<file path="src/rtl/id_ex_stage_reg.sv">
// ID/EX pipeline register: captures decoded operands and control, detects load-use
// hazards (one-cycle bubble), bypasses same-cycle write-back and counts stall cycles.
module id_ex_stage_reg #(
  parameter int DATA_WIDTH = 32,
  parameter int CNT_WIDTH  = 16,
  parameter bit WB_BYPASS  = 1'b1
) (
  input  logic                  clk,
  input  logic                  rst_n,
  input  logic                  id_valid,
  input  logic [31:0]           instruction,
  input  logic [DATA_WIDTH-1:0] read_data1,
  input  logic [DATA_WIDTH-1:0] read_data2,
  input  logic [DATA_WIDTH-1:0] extended_bits,
  input  logic                  RegWrite,
  input  logic                  MemRead,
  input  logic                  MemWrite,
  input  logic                  MemtoReg,
  input  logic                  RegDst,
  input  logic                  ALUSrc,
  input  logic                  Branch,
  input  logic [1:0]            ALUOp,
  input  logic                  flush,
  input  logic                  wb_RegWrite,
  input  logic [4:0]            wb_write_register,
  input  logic [DATA_WIDTH-1:0] wb_write_data,
  output logic                  stall,
  output logic                  ex_valid,
  output logic [DATA_WIDTH-1:0] ex_read_data1,
  output logic [DATA_WIDTH-1:0] ex_read_data2,
  output logic [DATA_WIDTH-1:0] ex_imm,
  output logic [4:0]            ex_rs,
  output logic [4:0]            ex_rt,
  output logic [4:0]            ex_write_register,
  output logic                  ex_RegWrite,
  output logic                  ex_MemRead,
  output logic                  ex_MemWrite,
  output logic                  ex_MemtoReg,
  output logic                  ex_ALUSrc,
  output logic                  ex_Branch,
  output logic [1:0]            ex_ALUOp,
  output logic [CNT_WIDTH-1:0]  stall_count
);

  logic                  valid_q, valid_d;
  logic [DATA_WIDTH-1:0] rd1_q, rd1_d, rd2_q, rd2_d, imm_q, imm_d;
  logic [4:0]            rs_q, rs_d, rt_q, rt_d, wr_q, wr_d;
  logic                  regwrite_q, regwrite_d, memread_q, memread_d;
  logic                  memwrite_q, memwrite_d, memtoreg_q, memtoreg_d;
  logic                  alusrc_q, alusrc_d, branch_q, branch_d;
  logic [1:0]            aluop_q, aluop_d;
  logic [CNT_WIDTH-1:0]  cnt_q, cnt_d;

  logic [4:0] id_rs, id_rt, id_rd;
  logic       hazard, bubble, byp1, byp2;
  logic       unused_instr_bits;

  assign id_rs = instruction[25:21];
  assign id_rt = instruction[20:16];
  assign id_rd = instruction[15:11];
  assign unused_instr_bits = ^{instruction[31:26], instruction[10:0]};

  // rt is compared even for I-type consumers; the occasional extra bubble is accepted.
  assign hazard = id_valid & valid_q & memread_q & (rt_q != 5'd0) &
                  ((rt_q == id_rs) | (rt_q == id_rt));
  assign stall  = hazard;
  assign bubble = flush | hazard;

  assign byp1 = WB_BYPASS & wb_RegWrite & (wb_write_register != 5'd0) &
                (wb_write_register == id_rs);
  assign byp2 = WB_BYPASS & wb_RegWrite & (wb_write_register != 5'd0) &
                (wb_write_register == id_rt);

  always_comb begin
    valid_d    = 1'b0;
    rd1_d      = '0;
    rd2_d      = '0;
    imm_d      = '0;
    rs_d       = '0;
    rt_d       = '0;
    wr_d       = '0;
    regwrite_d = 1'b0;
    memread_d  = 1'b0;
    memwrite_d = 1'b0;
    memtoreg_d = 1'b0;
    alusrc_d   = 1'b0;
    branch_d   = 1'b0;
    aluop_d    = 2'b00;
    if (!bubble) begin
      valid_d    = id_valid;
      rd1_d      = byp1 ? wb_write_data : read_data1;
      rd2_d      = byp2 ? wb_write_data : read_data2;
      imm_d      = extended_bits;
      rs_d       = id_rs;
      rt_d       = id_rt;
      wr_d       = RegDst ? id_rd : id_rt;
      // An empty ID slot must never leak side-effecting control into EX.
      regwrite_d = id_valid & RegWrite;
      memread_d  = id_valid & MemRead;
      memwrite_d = id_valid & MemWrite;
      memtoreg_d = id_valid & MemtoReg;
      alusrc_d   = id_valid & ALUSrc;
      branch_d   = id_valid & Branch;
      aluop_d    = id_valid ? ALUOp : 2'b00;
    end
  end

  always_comb begin
    cnt_d = cnt_q;
    if (hazard && !flush && (cnt_q != {CNT_WIDTH{1'b1}}))
      cnt_d = cnt_q + {{(CNT_WIDTH-1){1'b0}}, 1'b1};
  end

  always_ff @(posedge clk or negedge rst_n) begin
    if (!rst_n) begin
      valid_q    <= 1'b0;
      rd1_q      <= '0;
      rd2_q      <= '0;
      imm_q      <= '0;
      rs_q       <= '0;
      rt_q       <= '0;
      wr_q       <= '0;
      regwrite_q <= 1'b0;
      memread_q  <= 1'b0;
      memwrite_q <= 1'b0;
      memtoreg_q <= 1'b0;
      alusrc_q   <= 1'b0;
      branch_q   <= 1'b0;
      aluop_q    <= 2'b00;
      cnt_q      <= '0;
    end else begin
      valid_q    <= valid_d;
      rd1_q      <= rd1_d;
      rd2_q      <= rd2_d;
      imm_q      <= imm_d;
      rs_q       <= rs_d;
      rt_q       <= rt_d;
      wr_q       <= wr_d;
      regwrite_q <= regwrite_d;
      memread_q  <= memread_d;
      memwrite_q <= memwrite_d;
      memtoreg_q <= memtoreg_d;
      alusrc_q   <= alusrc_d;
      branch_q   <= branch_d;
      aluop_q    <= aluop_d;
      cnt_q      <= cnt_d;
    end
  end

  assign ex_valid          = valid_q;
  assign ex_read_data1     = rd1_q;
  assign ex_read_data2     = rd2_q;
  assign ex_imm            = imm_q;
  assign ex_rs             = rs_q;
  assign ex_rt             = rt_q;
  assign ex_write_register = wr_q;
  assign ex_RegWrite       = regwrite_q;
  assign ex_MemRead        = memread_q;
  assign ex_MemWrite       = memwrite_q;
  assign ex_MemtoReg       = memtoreg_q;
  assign ex_ALUSrc         = alusrc_q;
  assign ex_Branch         = branch_q;
  assign ex_ALUOp          = aluop_q;
  assign stall_count       = cnt_q;

endmodule

</file>
<file path="config.mk">
export PLATFORM = sky130hd
export DESIGN_NAME = id_ex_stage_reg
export DESIGN_NICKNAME = d
export VERILOG_FILES = /design/src/rtl/id_ex_stage_reg.sv
export SDC_FILE = /design/constraint.sdc
export NUM_CORES = 1
export LEC_CHECK = 0
export CAP_MARGIN = 20
export CORE_AREA = 2 2 121 123
export DETAILED_ROUTE_END_ITERATION = 8
export DIE_AREA = 0 0 123 125
export DONT_BUFFER_PORTS = 1
export PLACE_DENSITY_LB_ADDON = 0.3
export SLEW_MARGIN = 10
export SYNTH_ARGS = -nofsm -noshare
export SYNTH_HDL_FRONTEND = slang
export SYNTH_SLANG_ARGS = --single-unit
</file>
<file path="constraint.sdc">
create_clock -name clk -period 2.9 [get_ports clk]
set_clock_uncertainty 0.05 [all_clocks]
set_input_delay 0.435 -clock clk [delete_from_list [all_inputs] [get_ports clk]]
set_output_delay 0.435 -clock clk [all_outputs]
set_load 0.02 [all_outputs]
</file>
==> results of run 1 <==
-- sequential cells by signal, indices dropped and copies added (netlist names) --
register and cells:
ex_Branch 1, ex_RegWrite 1, ex_read_data1 32, ex_valid 1, ex_MemtoReg 1, ex_imm 32
stall_count 16, ex_ALUOp 2, ex_MemWrite 1, ex_ALUSrc 1, ex_rt 5, ex_write_register 5
ex_rs 5, ex_MemRead 1, ex_read_data2 32
-- layout make-up --
type                       count  share of cell area (%)
tap                          184                    3.64
clock inverter                15                    2.63
timing repair buffer           6                   0.910
sequential                   136                    53.8
clock buffer                  17                    6.72
multi-input combinational    283                    32.3
-- metal layers --
layer,part of all wire (%),vias to the layer above,routed length (um)
li1,-,1464,-
met1,35,1649,4720
met2,52,199,6930
met3,12,16,1570
met4,1.4,0,189
met5,0,-,0
-- cells by family (layout without fill, tap and decap cells) --
logic type	Yosys count	count (layout)
simple gates	170	170
xor+xnor	35	35
mux	70	70
fa+ha+maj	1	1
buf+inv	20	38
flops	136	136
compound gates	7	7
-- through the flow --
step	total power [W]	instance area [sq um]	setup slack (ns)	std cells	hold WS, ns
2_1_floorplan	0.00233	5520	0.760	439	0.0894
3_3_place_gp	0.00238	5740	0.652	609	0.0921
3_5_place_dp	0.00238	5740	0.575	609	0.0921
4_1_cts	0.00454	6330	0.307	641	-0.357
5_1_grt	0.00466	6330	0.277	641	-0.364
6_report	0.00448	6330	0.324	641	-0.333
-- placed cells by master, fill, tap and decap left out, drive strengths merged, types with 2 or more instances in the layout --
cell	count
nor3	2
inv	4
bufinv	2
and4	5
and3	6
clkinvlp	3
dfrtp	136
nand4	3
mux2i	69
nor2	73
buf	6
clkbuf	17
xor2	4
clkinv	6
nand2	9
nor4	2
xnor2	31
nand3	14
and2	50
or4	2
-- power by group --
group	total, W	switching (W)	internal, W
clock	0.00214	0.000857	0.00128
sequential	0.00215	0.000168	0.00199
combinational	0.000189	0.0000943	0.0000948
-- path summary, 6_finish.rpt --
| check | endpoint | depth (start not counted) | from |
|---|---|---|---|
| worst max-delay path | stall | 3 | ex_rt[1]$_DFF_PN0_ |
| worst min-delay path | ex_imm[30]$_DFF_PN0_ | 0 | rst_n |
| worst max register to register | ex_imm[26]$_DFF_PN0_ | 5 | ex_rt[1]$_DFF_PN0_ |
| worst min register to register | stall_count[7]$_DFFE_PN0P_ | 1 | stall_count[7]$_DFFE_PN0P_ |
| max in group asynchronous | stall_count[4]$_DFFE_PN0P_ | 0 | rst_n |
| min in group clk | ex_imm[18]$_DFF_PN0_ | 1 | extended_bits[18] |
-- what timing repair did --
action	in CTS	in global routing
gates resized for setup	0	0
endpoints found under the hold margin	136	136
buffers inserted	0	0
==> flow_summary.html, run 1 <==
<table>
<tr><th>Metric</th><th>Value</th></tr>
<tr><th colspan="2">Synth</th></tr>
<tr><td>Sequential-to-total area share from yosys stat</td><td>61.7%</td></tr>
<tr><td>Summed instance area of the synthesized netlist</td><td>5520 sq um</td></tr>
<tr><td>Synthesized netlist cell count</td><td>439</td></tr>
<tr><td>Mux contribution to synthesized area</td><td>12.7%</td></tr>
<tr><td>Top flip-flop cell by instance count after synthesis</td><td>dfrtp_1</td></tr>
<tr><td>Fraction of synthesized cell area in xor and xnor cells</td><td>5.55%</td></tr>
<tr><td>Main combinational cell family by area after synthesis</td><td>simple AND/OR/NAND/NOR gates</td></tr>
<tr><td>Async set-or-reset flop fraction in the synthesized netlist</td><td>100%</td></tr>
<tr><td>Area share of fa/ha/maj cells after synthesis</td><td>0.227%</td></tr>
<tr><td>Fraction of the mapped netlist area in simple logic gates</td><td>16.9%</td></tr>
<tr><td>Mean post-synth cell area</td><td>12.6 sq um</td></tr>
<tr><td>Most instantiated library cell after synthesis</td><td>dfrtp_1</td></tr>
<tr><td>Ranking of synthesized cells by instance count</td><td>136 x dfrtp_1, 69 x mux2i_1, 69 x nor2_1</td></tr>
<tr><td>Post-synth EDFFs</td><td>0</td></tr>
<tr><td>Count of synthesis-stage warnings from yosys</td><td>0</td></tr>
<tr><td>Synth cell types</td><td>35</td></tr>
<tr><td>Cell type contributing the most total cell area after synthesis</td><td>dfrtp_1</td></tr>
<tr><td>Synthesized-area fraction occupied by ao, oa, aoi and oai cells</td><td>1.04%</td></tr>
<tr><td>Flip-flop and latch count after synthesis</td><td>136</td></tr>
<tr><td>Top post-synthesis cells by area</td><td>dfrtp_1 62%, mux2i_1 13%, xnor2_1 4.9%</td></tr>
<tr><td>Synthesized netlist net count</td><td>619</td></tr>
<tr><td>Area fraction of the dominant cell type after synthesis</td><td>61.7%</td></tr>
<tr><th colspan="2">Finish</th></tr>
<tr><td>Fillers</td><td>1302</td></tr>
<tr><td>Number of nets in the layout</td><td>624</td></tr>
<tr><td>Area grow syn2layout</td><td>14.6%</td></tr>
<tr><td>Ant. Diodes</td><td>0</td></tr>
<tr><td>FF/Latch Area</td><td>3400 sq um</td></tr>
<tr><td>Area used by multi-input combinational logic</td><td>2040 sq um</td></tr>
<tr><td>Proportion of layout cells with a drive suffix above 1</td><td>18.2%</td></tr>
<tr><td>Utilization of the core after routing</td><td>44.5%</td></tr>
<tr><th colspan="2">Outcome</th></tr>
<tr><td>Result of the run</td><td>finished, violations left</td></tr>
<tr><td>Failing checks</td><td>negative hold slack</td></tr>
<tr><th colspan="2">Place</th></tr>
<tr><td>HPWL after detailed placement</td><td>9660 um</td></tr>
<tr><td>Gp weighted congestion</td><td>0.846</td></tr>
<tr><td>Number of buffers inserted by port buffering</td><td>0</td></tr>
<tr><th colspan="2">STA</th></tr>
<tr><td>Final Hold Fails</td><td>136</td></tr>
<tr><td>Period utilisation layout</td><td>88.8%</td></tr>
<tr><td>Setup violation total in the final timing report</td><td>0</td></tr>
<tr><td>Worst Hold Margin</td><td>-0.333 ns</td></tr>
<tr><td>RSZ-0062 raised after global routing</td><td>false</td></tr>
<tr><td>Final critical-path required period</td><td>2.58 ns</td></tr>
<tr><td>Relative slew slack</td><td>59.6%</td></tr>
<tr><td>Max-slew violation total from the final report</td><td>0</td></tr>
<tr><td>Setup Total Neg Slack</td><td>0 ns</td></tr>
<tr><td>Transition time of the tightest slew-check pin</td><td>0.606 ns</td></tr>
<tr><td>Max Freq</td><td>0.388 GHz</td></tr>
<tr><th colspan="2">Critical path</th></tr>
<tr><td>Critical-path top delay cell</td><td>or4_4</td></tr>
<tr><td>Required time at the endpoint of the critical path</td><td>2.41 ns</td></tr>
<tr><td>Biggest cell delay along the critical path</td><td>0.60 ns</td></tr>
<tr><td>Worst setup EP type</td><td>primary output</td></tr>
<tr><td>Critical-path cell list</td><td>or4_4 -&gt; o211a_1 -&gt; and3_2</td></tr>
<tr><td>Kind of start point of the critical path</td><td>flip-flop</td></tr>
<tr><td>Maximum net fanout on the critical path</td><td>4</td></tr>
<tr><td>Buffers plus inverters on the worst setup path</td><td>0</td></tr>
<tr><td>Data arrival time at the worst-slack endpoint</td><td>2.09 ns</td></tr>
<tr><td>Path type of the worst setup path</td><td>reg -&gt; out</td></tr>
<tr><td>CP top delay family</td><td>simple AND/OR/NAND/NOR gates</td></tr>
<tr><td>Worst setup slack for register-to-register paths</td><td>0.64 ns</td></tr>
<tr><th colspan="2">Detailed routing</th></tr>
<tr><td>First-pass iteration count of the detailed router</td><td>4</td></tr>
<tr><td>Vias</td><td>3328</td></tr>
<tr><td>Average wire length per cell after detail routing</td><td>20.9 um</td></tr>
<tr><td>DRC violations left</td><td>0</td></tr>
<tr><td>Routed Antenna Nets</td><td>0</td></tr>
<tr><td>Iteration-0 DRC Markers</td><td>199</td></tr>
<tr><td>Vias per Instance</td><td>5.19</td></tr>
<tr><td>Total routed wirelength</td><td>13400 um</td></tr>
<tr><th colspan="2">GRT</th></tr>
<tr><td>Met3 Resource Use GR</td><td>8.90%</td></tr>
<tr><td>All-Layer GR Usage</td><td>17.6%</td></tr>
<tr><td>First-pass GRT wire length</td><td>20000 um</td></tr>
<tr><td>Initial antenna violation count</td><td>0</td></tr>
<tr><td>Number of global-route vias before repair</td><td>3543</td></tr>
<tr><td>Met1 capacity usage during global routing</td><td>19.3%</td></tr>
<tr><td>Grt peak-use layer</td><td>met2</td></tr>
<tr><td>Global routing met2 resource utilization</td><td>29.5%</td></tr>
<tr><td>Sum of overflow across all layers after global routing</td><td>0</td></tr>
<tr><td>Pin count of the biggest net entering global routing</td><td>137</td></tr>
<tr><th colspan="2">Clock network</th></tr>
<tr><td>Number of buffers added by the clock tree synthesis step</td><td>17</td></tr>
<tr><td>Level count of the clock H-tree</td><td>4</td></tr>
<tr><td>Clock edge transition at the registers on the reported setup and hold paths</td><td>0.06 ns</td></tr>
<tr><td>Maximum clock insertion buffer count</td><td>2</td></tr>
<tr><td>TritonCTS clock tree</td><td>done</td></tr>
<tr><td>Clock insertion delay at the later pin of the skew report</td><td>0.41 ns</td></tr>
<tr><td>Clock net sink count</td><td>136</td></tr>
<tr><td>Root Buffer</td><td>clkbuf_16</td></tr>
<tr><th colspan="2">Floorplan</th></tr>
<tr><td>Floorplan row count</td><td>44</td></tr>
<tr><td>Area inside the core boundary</td><td>14200 sq um</td></tr>
<tr><td>Initial core utilization</td><td>38.9%</td></tr>
<tr><td>Floorplan die width</td><td>123 um</td></tr>
<tr><td>Top-level I/O count</td><td>316</td></tr>
<tr><td>Die area</td><td>15400 sq um</td></tr>
<tr><td>Chip height</td><td>125 um</td></tr>
<tr><th colspan="2">Pwr</th></tr>
<tr><td>Pwr dens</td><td>708 nW/um^2</td></tr>
<tr><td>Maximum VDD drop</td><td>365 uV</td></tr>
<tr><td>Static leakage</td><td>2.73 nW</td></tr>
<tr><th colspan="2">Worst hold path</th></tr>
<tr><td>Worst hold path class</td><td>in -&gt; async</td></tr>
<tr><th colspan="2">Flow run</th></tr>
<tr><td>Max-capacitance violation count</td><td>0</td></tr>
</table>
(Power assumes the default switching activity.)
==> run 2: changes to the inputs <==
==> constraint.sdc (replaced) <==
create_clock -name clk -period 2.2 [get_ports clk]
set_clock_uncertainty 0.05 [all_clocks]
set_input_delay 0.33 -clock clk [delete_from_list [all_inputs] [get_ports clk]]
set_output_delay 0.33 -clock clk [all_outputs]
set_load 0.02 [all_outputs]
==> flow_summary.html, run 2 (same netlist as run 1, synthesis figures left out) <==
<table>
<tr><th>Metric</th><th>Value</th></tr>
<tr><th colspan="2">Clock network</th></tr>
<tr><td>TritonCTS clock tree</td><td>done</td></tr>
<tr><td>Hold_buf cts</td><td>49</td></tr>
<tr><td>Root Buffer</td><td>clkbuf_16</td></tr>
<tr><td>Level count of the clock H-tree</td><td>4 (unchanged)</td></tr>
<tr><td>Number of buffers added by the clock tree synthesis step</td><td>17 (unchanged)</td></tr>
<tr><td>Maximum clock insertion buffer count</td><td>2 (unchanged)</td></tr>
<tr><td>Clock insertion delay at the later pin of the skew report</td><td>0.41 ns (about the same)</td></tr>
<tr><td>Clock edge transition at the registers on the reported setup and hold paths</td><td>0.06 ns (about the same)</td></tr>
<tr><td>Clock net sink count</td><td>136 (unchanged)</td></tr>
<tr><th colspan="2">STA</th></tr>
<tr><td>Period utilisation layout</td><td>98.8%</td></tr>
<tr><td>Final Hold Fails</td><td>136 (unchanged)</td></tr>
<tr><td>Transition time of the tightest slew-check pin</td><td>0.970 ns (+0.364 ns)</td></tr>
<tr><td>Final critical-path required period</td><td>2.17 ns</td></tr>
<tr><td>Max Freq</td><td>0.460 GHz</td></tr>
<tr><td>Setup violation total in the final timing report</td><td>0 (unchanged)</td></tr>
<tr><td>RSZ-0062 raised after global routing</td><td>true</td></tr>
<tr><td>Max-slew violation total from the final report</td><td>0 (unchanged)</td></tr>
<tr><td>Worst Hold Margin</td><td>-0.437 ns (-0.104 ns)</td></tr>
<tr><td>Worst setup slack after layout</td><td>0.0267 ns (-0.297 ns)</td></tr>
<tr><td>Relative slew slack</td><td>34.9% (-25 points)</td></tr>
<tr><th colspan="2">Place</th></tr>
<tr><td>Cells after DPL</td><td>630 (+3.4%)</td></tr>
<tr><td>Pre-CTS WS</td><td>-0.107 ns (-0.682 ns)</td></tr>
<tr><td>Gp weighted congestion</td><td>0.832 (-1.7%)</td></tr>
<tr><td>Post-detailed-placement cell area</td><td>5930 sq um (+3.4%)</td></tr>
<tr><td>HPWL after detailed placement</td><td>9930 um (+2.9%)</td></tr>
<tr><td>Number of buffers inserted by port buffering</td><td>0 (unchanged)</td></tr>
<tr><th colspan="2">Outcome</th></tr>
<tr><td>Result of the run</td><td>finished, violations left</td></tr>
<tr><td>Failing checks</td><td>negative hold slack</td></tr>
<tr><th colspan="2">Critical path</th></tr>
<tr><td>Maximum net fanout on the critical path</td><td>2 (-2)</td></tr>
<tr><td>Critical-path top delay cell</td><td>or4_4</td></tr>
<tr><td>Required time at the endpoint of the critical path</td><td>1.82 ns (-0.59 ns)</td></tr>
<tr><td>Data arrival time at the worst-slack endpoint</td><td>1.79 ns (-0.30 ns)</td></tr>
<tr><td>Worst reg-to-reg path cell count</td><td>6 (+1)</td></tr>
<tr><td>Path type of the worst setup path</td><td>reg -&gt; out</td></tr>
<tr><td>Beginning of the worst register-to-register path</td><td>ex_rt[3]$_DFF_PN0_</td></tr>
<tr><td>Critical R2R Capture</td><td>ex_read_data1[3]$_DFF_PN0_</td></tr>
<tr><td>Biggest cell delay along the critical path</td><td>0.53 ns (-0.07 ns)</td></tr>
<tr><td>Worst setup EP type</td><td>primary output</td></tr>
<tr><td>Critical-path cell list</td><td>or4_4 -&gt; o211a_4 -&gt; and3_4</td></tr>
<tr><td>Worst setup slack for register-to-register paths</td><td>0.03 ns (-0.61 ns)</td></tr>
<tr><td>Kind of start point of the critical path</td><td>flip-flop</td></tr>
<tr><td>Startpoint of the worst setup timing path</td><td>ex_rt[3]$_DFF_PN0_</td></tr>
<tr><th colspan="2">GRT</th></tr>
<tr><td>Initial antenna violation count</td><td>0 (unchanged)</td></tr>
<tr><td>Number of global-route vias before repair</td><td>3918 (+11%)</td></tr>
<tr><td>Pin count of the biggest net entering global routing</td><td>137 (unchanged)</td></tr>
<tr><td>First-pass GRT wire length</td><td>21900 um (+9.3%)</td></tr>
<tr><td>All-Layer GR Usage</td><td>19.0% (+1.4 points)</td></tr>
<tr><td>Sum of overflow across all layers after global routing</td><td>0 (unchanged)</td></tr>
<tr><th colspan="2">Pwr</th></tr>
<tr><td>Pwr dens</td><td>884 nW/um^2 (+25%)</td></tr>
<tr><td>Maximum VDD drop</td><td>487 uV (+34%)</td></tr>
<tr><td>Post-layout power</td><td>0.00633 W (+41%)</td></tr>
<tr><td>Static leakage</td><td>3.13 nW (+15%)</td></tr>
<tr><th colspan="2">Finish</th></tr>
<tr><td>Number of nets in the layout</td><td>700 (+12%)</td></tr>
<tr><td>Most frequent cells in the layout</td><td>135 x dfrtp_1, 69 x mux2i_1, 67 x nor2_1, 49 x dlygate4sd3_1, 32 x and2_2</td></tr>
<tr><td>Most common library cell in the layout ignoring fill and taps</td><td>dfrtp_1</td></tr>
<tr><td>Proportion of layout cells with a drive suffix above 1</td><td>21.6% (+3.4 points)</td></tr>
<tr><td>Final non-filler cell area</td><td>7160 sq um (+13%)</td></tr>
<tr><td>Ant. Diodes</td><td>0 (unchanged)</td></tr>
<tr><td>Finished Layout Cells</td><td>717 (+12%)</td></tr>
<tr><td>Area grow syn2layout</td><td>29.8%</td></tr>
<tr><th colspan="2">Worst hold path</th></tr>
<tr><td>Worst hold path class</td><td>in -&gt; async</td></tr>
<tr><th colspan="2">Detailed routing</th></tr>
<tr><td>Iteration-0 DRC Markers</td><td>179 (-10%)</td></tr>
<tr><td>First-pass iteration count of the detailed router</td><td>4 (unchanged)</td></tr>
<tr><td>Average wire length per cell after detail routing</td><td>20.0 um (-4.2%)</td></tr>
<tr><td>Vias</td><td>3629 (+9.0%)</td></tr>
<tr><td>Routed Antenna Nets</td><td>0 (unchanged)</td></tr>
<tr><td>Total routed wirelength</td><td>14400 um (+7.1%)</td></tr>
<tr><td>Vias per Instance</td><td>5.06 (-2.5%)</td></tr>
<tr><td>DRC violations left</td><td>0 (unchanged)</td></tr>
<tr><th colspan="2">Floorplan</th></tr>
<tr><td>Top-level I/O count</td><td>316 (unchanged)</td></tr>
<tr><td>Area inside the core boundary</td><td>14200 sq um (unchanged)</td></tr>
<tr><td>Die area</td><td>15400 sq um (unchanged)</td></tr>
<tr><td>Floorplan row count</td><td>44 (unchanged)</td></tr>
<tr><td>Floorplan die width</td><td>123 um (unchanged)</td></tr>
<tr><td>Initial core utilization</td><td>38.9% (unchanged)</td></tr>
<tr><td>Chip height</td><td>125 um (unchanged)</td></tr>
<tr><th colspan="2">Flow run</th></tr>
<tr><td>Max-capacitance violation count</td><td>0 (unchanged)</td></tr>
</table>
## run 2: report_power, final
group          internal, W  switching [W]  leakage [nW]
logic             0.000207       0.000159          1.04
registers          0.00262       0.000211          1.77
clock network      0.00205        0.00108         0.325
total              0.00488        0.00145          3.13
## run 2: area by class of cell
cell class | instances | area [sq um]
multi-input cells | 283 | 2080
flip-flops and latches | 136 | 3400
clock buffers | 18 | 439
clock inverters | 14 | 218
repair buffers | 82 | 796
fillers | 1275 | 7040
well taps | 184 | 230
## run 2: metal layers
layer / track usage [%] / up-vias / share of wire (%)
met1: 20.7 / 1815 / 36
met2: 32.2 / 184 / 52
met4: 7.09 / 0 / 1.4
met3: 8.62 / 17 / 10
met5: 0 / - / 0
li1: - / 1613 / -
## run 2: metrics by stage
stage,TNS [ns],utilization [%],hold slack [ns]
2_1_floorplan,0,-,-0.0156
3_3_place_gp,-0.818,41.8,-0.0129
3_5_place_dp,-2.19,41.8,-0.0129
4_1_cts,0,50.3,-0.465
5_1_grt,-0.0299,50.4,-0.467
6_report,0,50.4,-0.437
## run 2: worst max-delay path by stage
| stage | endpoint | cells past startpoint |
|---|---|---|
| after global placement | ex_read_data1[12]$_DFF_PN0_ | 6 |
| after CTS | stall | 3 |
| after global routing | stall | 6 |
| after detailed placement | ex_read_data1[10]$_DFF_PN0_ | 6 |
| final | stall | 3 |
| after floorplan | stall_count[1]$_DFFE_PN0P_ | 6 |
## run 2: worst max-delay path: cells and delay by family (launching register included)
kind             cells  cell delay [ns]
AO/OA/AOI/OAI        1             0.27
flip-flops           1             0.41
AND/OR/NAND/NOR      2             0.70
## run 2: repair_timing
| action | 4_1_cts | 5_1_grt |
|---|---|---|
| setup endpoints to repair | 1 | 3 |
| resized for setup | 6 | 3 |
| endpoints found under the hold margin | 185 | 136 |
| setup buffers | 6 | 0 |
| pin swaps | 4 | 2 |
==> run 3: changes to the inputs <==
--- a/config.mk
+++ b/config.mk
@@ -10,7 +10,7 @@
 export DETAILED_ROUTE_END_ITERATION = 8
 export DIE_AREA = 0 0 123 125
 export DONT_BUFFER_PORTS = 1
-export PLACE_DENSITY_LB_ADDON = 0.3
+export HOLD_SLACK_MARGIN = 0.1
 export SLEW_MARGIN = 10
 export SYNTH_ARGS = -nofsm -noshare
 export SYNTH_HDL_FRONTEND = slang
==> flow_summary.html, run 3 <==
<table>
<tr><th>Metric</th><th>Value</th></tr>
<tr><th colspan="2">Outcome</th></tr>
<tr><td>Result of the run</td><td>aborted with a tool error</td></tr>
<tr><td>Last flow stage reached</td><td>clock tree synthesis (4_1_cts)</td></tr>
<tr><td>Error msg</td><td>[ERROR RSZ-0060] Max buffer count reached.</td></tr>
<tr><th colspan="2">Synth</th></tr>
<tr><td>Synth cell types</td><td>35 (unchanged)</td></tr>
<tr><td>Most instantiated library cell after synthesis</td><td>dfrtp_1</td></tr>
<tr><td>Mean post-synth cell area</td><td>12.6 sq um (unchanged)</td></tr>
<tr><td>Sequential-to-total area share from yosys stat</td><td>61.7% (unchanged)</td></tr>
<tr><td>Flip-flop and latch count after synthesis</td><td>136 (unchanged)</td></tr>
<tr><td>Cell type contributing the most total cell area after synthesis</td><td>dfrtp_1</td></tr>
<tr><td>Count of synthesis-stage warnings from yosys</td><td>0 (unchanged)</td></tr>
<tr><td>Ranking of synthesized cells by instance count</td><td>136 x dfrtp_1, 69 x mux2i_1, 69 x nor2_1</td></tr>
<tr><td>Top flip-flop cell by instance count after synthesis</td><td>dfrtp_1</td></tr>
<tr><td>Post-synth EDFFs</td><td>0 (unchanged)</td></tr>
<tr><td>Async set-or-reset flop fraction in the synthesized netlist</td><td>100% (unchanged)</td></tr>
<tr><td>Synthesized netlist net count</td><td>619 (unchanged)</td></tr>
<tr><td>Synthesized netlist cell count</td><td>439 (unchanged)</td></tr>
<tr><td>Summed instance area of the synthesized netlist</td><td>5520 sq um (unchanged)</td></tr>
<tr><td>Area fraction of the dominant cell type after synthesis</td><td>61.7% (unchanged)</td></tr>
<tr><td>Top post-synthesis cells by area</td><td>dfrtp_1 62%, mux2i_1 13%, xnor2_1 4.9%</td></tr>
<tr><th colspan="2">Clock network</th></tr>
<tr><td>Hold_buf cts</td><td>135 (+180%)</td></tr>
<tr><td>Root Buffer</td><td>clkbuf_16</td></tr>
<tr><td>Level count of the clock H-tree</td><td>4 (unchanged)</td></tr>
<tr><td>Number of buffers added by the clock tree synthesis step</td><td>17 (unchanged)</td></tr>
<tr><td># Post-CTS Setup Buffers</td><td>3 (-3)</td></tr>
<tr><td>Clock net sink count</td><td>136 (unchanged)</td></tr>
<tr><td>Number of gates given a new drive strength after cts</td><td>4 (-2)</td></tr>
<tr><td>Maximum clock insertion buffer count</td><td>2 (unchanged)</td></tr>
<tr><th colspan="2">Floorplan</th></tr>
<tr><td>Floorplan row count</td><td>44 (unchanged)</td></tr>
<tr><td>Floorplan die width</td><td>123 um (unchanged)</td></tr>
<tr><td>Chip height</td><td>125 um (unchanged)</td></tr>
<tr><td>Initial core utilization</td><td>38.9% (unchanged)</td></tr>
<tr><td>Top-level I/O count</td><td>316 (unchanged)</td></tr>
<tr><th colspan="2">Place</th></tr>
<tr><td>HPWL after detailed placement</td><td>10400 um (+4.7%)</td></tr>
<tr><td>Number of buffers inserted by port buffering</td><td>0 (unchanged)</td></tr>
<tr><td>Pre-CTS WS</td><td>-0.187 ns (-0.0798 ns)</td></tr>
<tr><td>Post-detailed-placement cell area</td><td>5950 sq um (+0.27%)</td></tr>
<tr><td>Gp weighted congestion</td><td>0.854 (+2.7%)</td></tr>
</table>
==> run 3: cell counts after synthesis <==
No cell type changed its count.
==> run 3: cell families after synthesis <==
| family | count (synthesis) | share of synthesized area [%] |
|---|---|---|
| AND/OR/NAND/NOR | 170 | 16.9 |
| AO/OA/AOI/OAI | 7 | 1.04 |
| XOR/XNOR | 35 | 5.55 |
| flip-flops | 136 | 61.6 |
| buffers and inverters | 20 | 1.90 |
| adder cells (fa/ha/maj) | 1 | 0.227 |
| multiplexers | 70 | 12.7 |
==> run 3: through the flow <==
stage / instances / util [%]
3_5_place_dp: 635 / 41.9
3_3_place_gp: 635 / 41.9
2_1_floorplan: 439 / -
==> run 4: changes to the inputs <==
--- a/config.mk
+++ b/config.mk
@@ -10,7 +10,7 @@
 export DETAILED_ROUTE_END_ITERATION = 8
 export DIE_AREA = 0 0 123 125
 export DONT_BUFFER_PORTS = 1
-export HOLD_SLACK_MARGIN = 0.1
+export PLACE_DENSITY_LB_ADDON = 0.15
 export SLEW_MARGIN = 10
 export SYNTH_ARGS = -nofsm -noshare
 export SYNTH_HDL_FRONTEND = slang
==> constraint.sdc (replaced) <==
create_clock -name clk -period 2.85 [get_ports clk]
set_clock_uncertainty 0.05 [all_clocks]
set_input_delay 0.4275 -clock clk [delete_from_list [all_inputs] [get_ports clk]]
set_output_delay 0.4275 -clock clk [all_outputs]
set_load 0.02 [all_outputs]
==> flow_summary.html, run 4 (same netlist as run 1, synthesis figures left out) <==
<table>
<tr><th>Metric</th><th>Value</th></tr>
<tr><th colspan="2">Outcome</th></tr>
<tr><td>Result of the run</td><td>finished, violations left</td></tr>
<tr><td>Failing checks</td><td>negative hold slack</td></tr>
<tr><th colspan="2">Place</th></tr>
<tr><td>HPWL after detailed placement</td><td>9670 um (-7.0%)</td></tr>
<tr><td>Post-detailed-placement cell area</td><td>5730 sq um (-3.6%)</td></tr>
<tr><td>Number of buffers inserted by port buffering</td><td>0 (unchanged)</td></tr>
<tr><td>Pre-CTS WS</td><td>0.493 ns (+0.680 ns)</td></tr>
<tr><td>Gp weighted congestion</td><td>0.788 (-7.8%)</td></tr>
<tr><td>Cells after DPL</td><td>610 (-3.9%)</td></tr>
<tr><th colspan="2">GRT</th></tr>
<tr><td>Initial antenna violation count</td><td>0</td></tr>
<tr><td>Sum of overflow across all layers after global routing</td><td>0</td></tr>
<tr><td>Number of global-route vias before repair</td><td>3544</td></tr>
<tr><td>Pin count of the biggest net entering global routing</td><td>137</td></tr>
<tr><td>First-pass GRT wire length</td><td>20000 um</td></tr>
<tr><td>All-Layer GR Usage</td><td>17.6%</td></tr>
<tr><th colspan="2">Finish</th></tr>
<tr><td>Most common library cell in the layout ignoring fill and taps</td><td>dfrtp_1</td></tr>
<tr><td>Most frequent cells in the layout</td><td>136 x dfrtp_1, 69 x mux2i_1, 69 x nor2_1, 32 x and2_2, 31 x xnor2_1</td></tr>
<tr><td>Proportion of layout cells with a drive suffix above 1</td><td>18.2%</td></tr>
<tr><td>Finished Layout Cells</td><td>641</td></tr>
<tr><td>Number of nets in the layout</td><td>625</td></tr>
<tr><td>FF/Latch Area</td><td>3400 sq um</td></tr>
<tr><td>Utilization of the core after routing</td><td>44.3%</td></tr>
<tr><td>Area grow syn2layout</td><td>14.1%</td></tr>
<tr><td>Ant. Diodes</td><td>0</td></tr>
<tr><td>Area used by multi-input combinational logic</td><td>2040 sq um</td></tr>
<tr><td>Final non-filler cell area</td><td>6300 sq um</td></tr>
<tr><td>Fillers</td><td>1338</td></tr>
<tr><th colspan="2">Detailed routing</th></tr>
<tr><td>Routed Antenna Nets</td><td>0</td></tr>
<tr><td>Total routed wirelength</td><td>13500 um</td></tr>
<tr><td>Vias</td><td>3306</td></tr>
<tr><td>DRC violations left</td><td>0</td></tr>
<tr><td>Iteration-0 DRC Markers</td><td>221</td></tr>
<tr><td>Average wire length per cell after detail routing</td><td>21.1 um</td></tr>
<tr><td>First-pass iteration count of the detailed router</td><td>4</td></tr>
<tr><td>Vias per Instance</td><td>5.16</td></tr>
<tr><th colspan="2">Critical path</th></tr>
<tr><td>Required time at the endpoint of the critical path</td><td>2.37 ns</td></tr>
<tr><td>CP top delay family</td><td>simple AND/OR/NAND/NOR gates</td></tr>
<tr><td>Critical-path cell list</td><td>or4_4 -&gt; o211a_1 -&gt; and3_2</td></tr>
<tr><td>Biggest cell delay along the critical path</td><td>0.59 ns</td></tr>
<tr><td>Critical-path top delay cell</td><td>or4_4</td></tr>
<tr><td>Path type of the worst setup path</td><td>reg -&gt; out</td></tr>
<tr><td>Buffers plus inverters on the worst setup path</td><td>0</td></tr>
<tr><td>Worst reg-to-reg path cell count</td><td>5</td></tr>
<tr><td>Worst setup slack for register-to-register paths</td><td>0.51 ns</td></tr>
<tr><td>Kind of start point of the critical path</td><td>flip-flop</td></tr>
<tr><td>Beginning of the worst register-to-register path</td><td>ex_rt[1]$_DFF_PN0_</td></tr>
<tr><td>Maximum net fanout on the critical path</td><td>4</td></tr>
<tr><td>Data arrival time at the worst-slack endpoint</td><td>2.06 ns</td></tr>
<tr><td>Critical R2R Capture</td><td>ex_read_data1[9]$_DFF_PN0_</td></tr>
<tr><td>Worst setup EP type</td><td>primary output</td></tr>
<tr><th colspan="2">Clock network</th></tr>
<tr><td># Post-CTS Setup Buffers</td><td>0 (-3)</td></tr>
<tr><td>Level count of the clock H-tree</td><td>4 (unchanged)</td></tr>
<tr><td>Number of gates given a new drive strength after cts</td><td>0 (-4)</td></tr>
<tr><td>Maximum clock insertion buffer count</td><td>2 (unchanged)</td></tr>
<tr><td>Clock edge transition at the registers on the reported setup and hold paths</td><td>0.05 ns</td></tr>
<tr><td>Clock insertion delay at the later pin of the skew report</td><td>0.41 ns</td></tr>
<tr><td>TritonCTS clock tree</td><td>done</td></tr>
<tr><td>Root Buffer</td><td>clkbuf_16</td></tr>
<tr><td>Clock net sink count</td><td>136 (unchanged)</td></tr>
<tr><td>Number of buffers added by the clock tree synthesis step</td><td>17 (unchanged)</td></tr>
<tr><th colspan="2">STA</th></tr>
<tr><td>Final Hold Fails</td><td>136</td></tr>
<tr><td>Worst Hold Margin</td><td>-0.340 ns</td></tr>
<tr><td>Max Freq</td><td>0.394 GHz</td></tr>
<tr><td>Relative slew slack</td><td>50.7%</td></tr>
<tr><td>Period utilisation layout</td><td>89.0%</td></tr>
<tr><td>Setup violation total in the final timing report</td><td>0</td></tr>
<tr><td>RSZ-0062 raised after global routing</td><td>false</td></tr>
<tr><td>Setup Total Neg Slack</td><td>0 ns</td></tr>
<tr><td>Transition time of the tightest slew-check pin</td><td>0.740 ns</td></tr>
<tr><td>Final critical-path required period</td><td>2.54 ns</td></tr>
<tr><td>Worst setup slack after layout</td><td>0.313 ns</td></tr>
<tr><td>Max-slew violation total from the final report</td><td>0</td></tr>
<tr><th colspan="2">Worst hold path</th></tr>
<tr><td>Worst hold path class</td><td>in -&gt; async</td></tr>
<tr><th colspan="2">Floorplan</th></tr>
<tr><td>Top-level I/O count</td><td>316 (unchanged)</td></tr>
<tr><td>Initial core utilization</td><td>38.9% (unchanged)</td></tr>
<tr><td>Die area</td><td>15400 sq um</td></tr>
<tr><td>Floorplan die width</td><td>123 um (unchanged)</td></tr>
<tr><td>Area inside the core boundary</td><td>14200 sq um</td></tr>
<tr><td>Chip height</td><td>125 um (unchanged)</td></tr>
<tr><td>Floorplan row count</td><td>44 (unchanged)</td></tr>
<tr><th colspan="2">Pwr</th></tr>
<tr><td>Maximum VDD drop</td><td>378 uV</td></tr>
<tr><td>Static leakage</td><td>2.72 nW</td></tr>
<tr><td>Pwr dens</td><td>706 nW/um^2</td></tr>
<tr><th colspan="2">Flow run</th></tr>
<tr><td>Max-capacitance violation count</td><td>0</td></tr>
</table>
-- run 4: per-stage QoR --
stage,hold slack [ns],total power [W]
6_report,-0.340,0.00445
3_3_place_gp,0.0847,0.00242
2_1_floorplan,0.0819,0.00237
4_1_cts,-0.366,0.00453
3_5_place_dp,0.0846,0.00243
5_1_grt,-0.374,0.00465
-- run 4: worst max-delay path by stage --
| stage | cells past startpoint | end | startpoint | slack, ns |
|---|---|---|---|---|
| 2_1_floorplan | 5 | stall | ex_rt[0]$_DFF_PN0_ | 0.72 |
| 3_3_place_gp | 5 | ex_read_data1[3]$_DFF_PN0_ | ex_rt[1]$_DFF_PN0_ | 0.55 |
| 3_5_place_dp | 5 | ex_read_data1[9]$_DFF_PN0_ | ex_rt[1]$_DFF_PN0_ | 0.49 |
| 4_1_cts | 3 | stall | ex_rt[1]$_DFF_PN0_ | 0.27 |
| 5_1_grt | 5 | stall | ex_rt[0]$_DFF_PN0_ | 0.21 |
| 6_report | 3 | stall | ex_rt[1]$_DFF_PN0_ | 0.31 |
-- run 4: power breakdown --
group	switching [W]	total, W	internal (W)
Sequential	0.000172	0.00219	0.00202
Clock	0.000800	0.00206	0.00126
Combinational	0.0000970	0.000192	0.0000950
-- run 4: cell type report --
class	count	share of cell area (%)
flip-flops and latches	136	54.0
multi-input cells	283	32.3
clock buffers	20	7.41
well taps	184	3.66
clock inverters	11	1.55
repair buffers	7	1.03
-- run 4: layer usage --
| metal | vias to the layer above | track usage (%) | share of wire [%] |
|---|---|---|---|
| met5 | - | 0 | 0 |
| met1 | 1625 | 18.5 | 35 |
| met3 | 24 | 9.12 | 11 |
| met2 | 193 | 29.0 | 51 |
| li1 | 1464 | - | - |
| met4 | 0 | 8.29 | 2.4 |
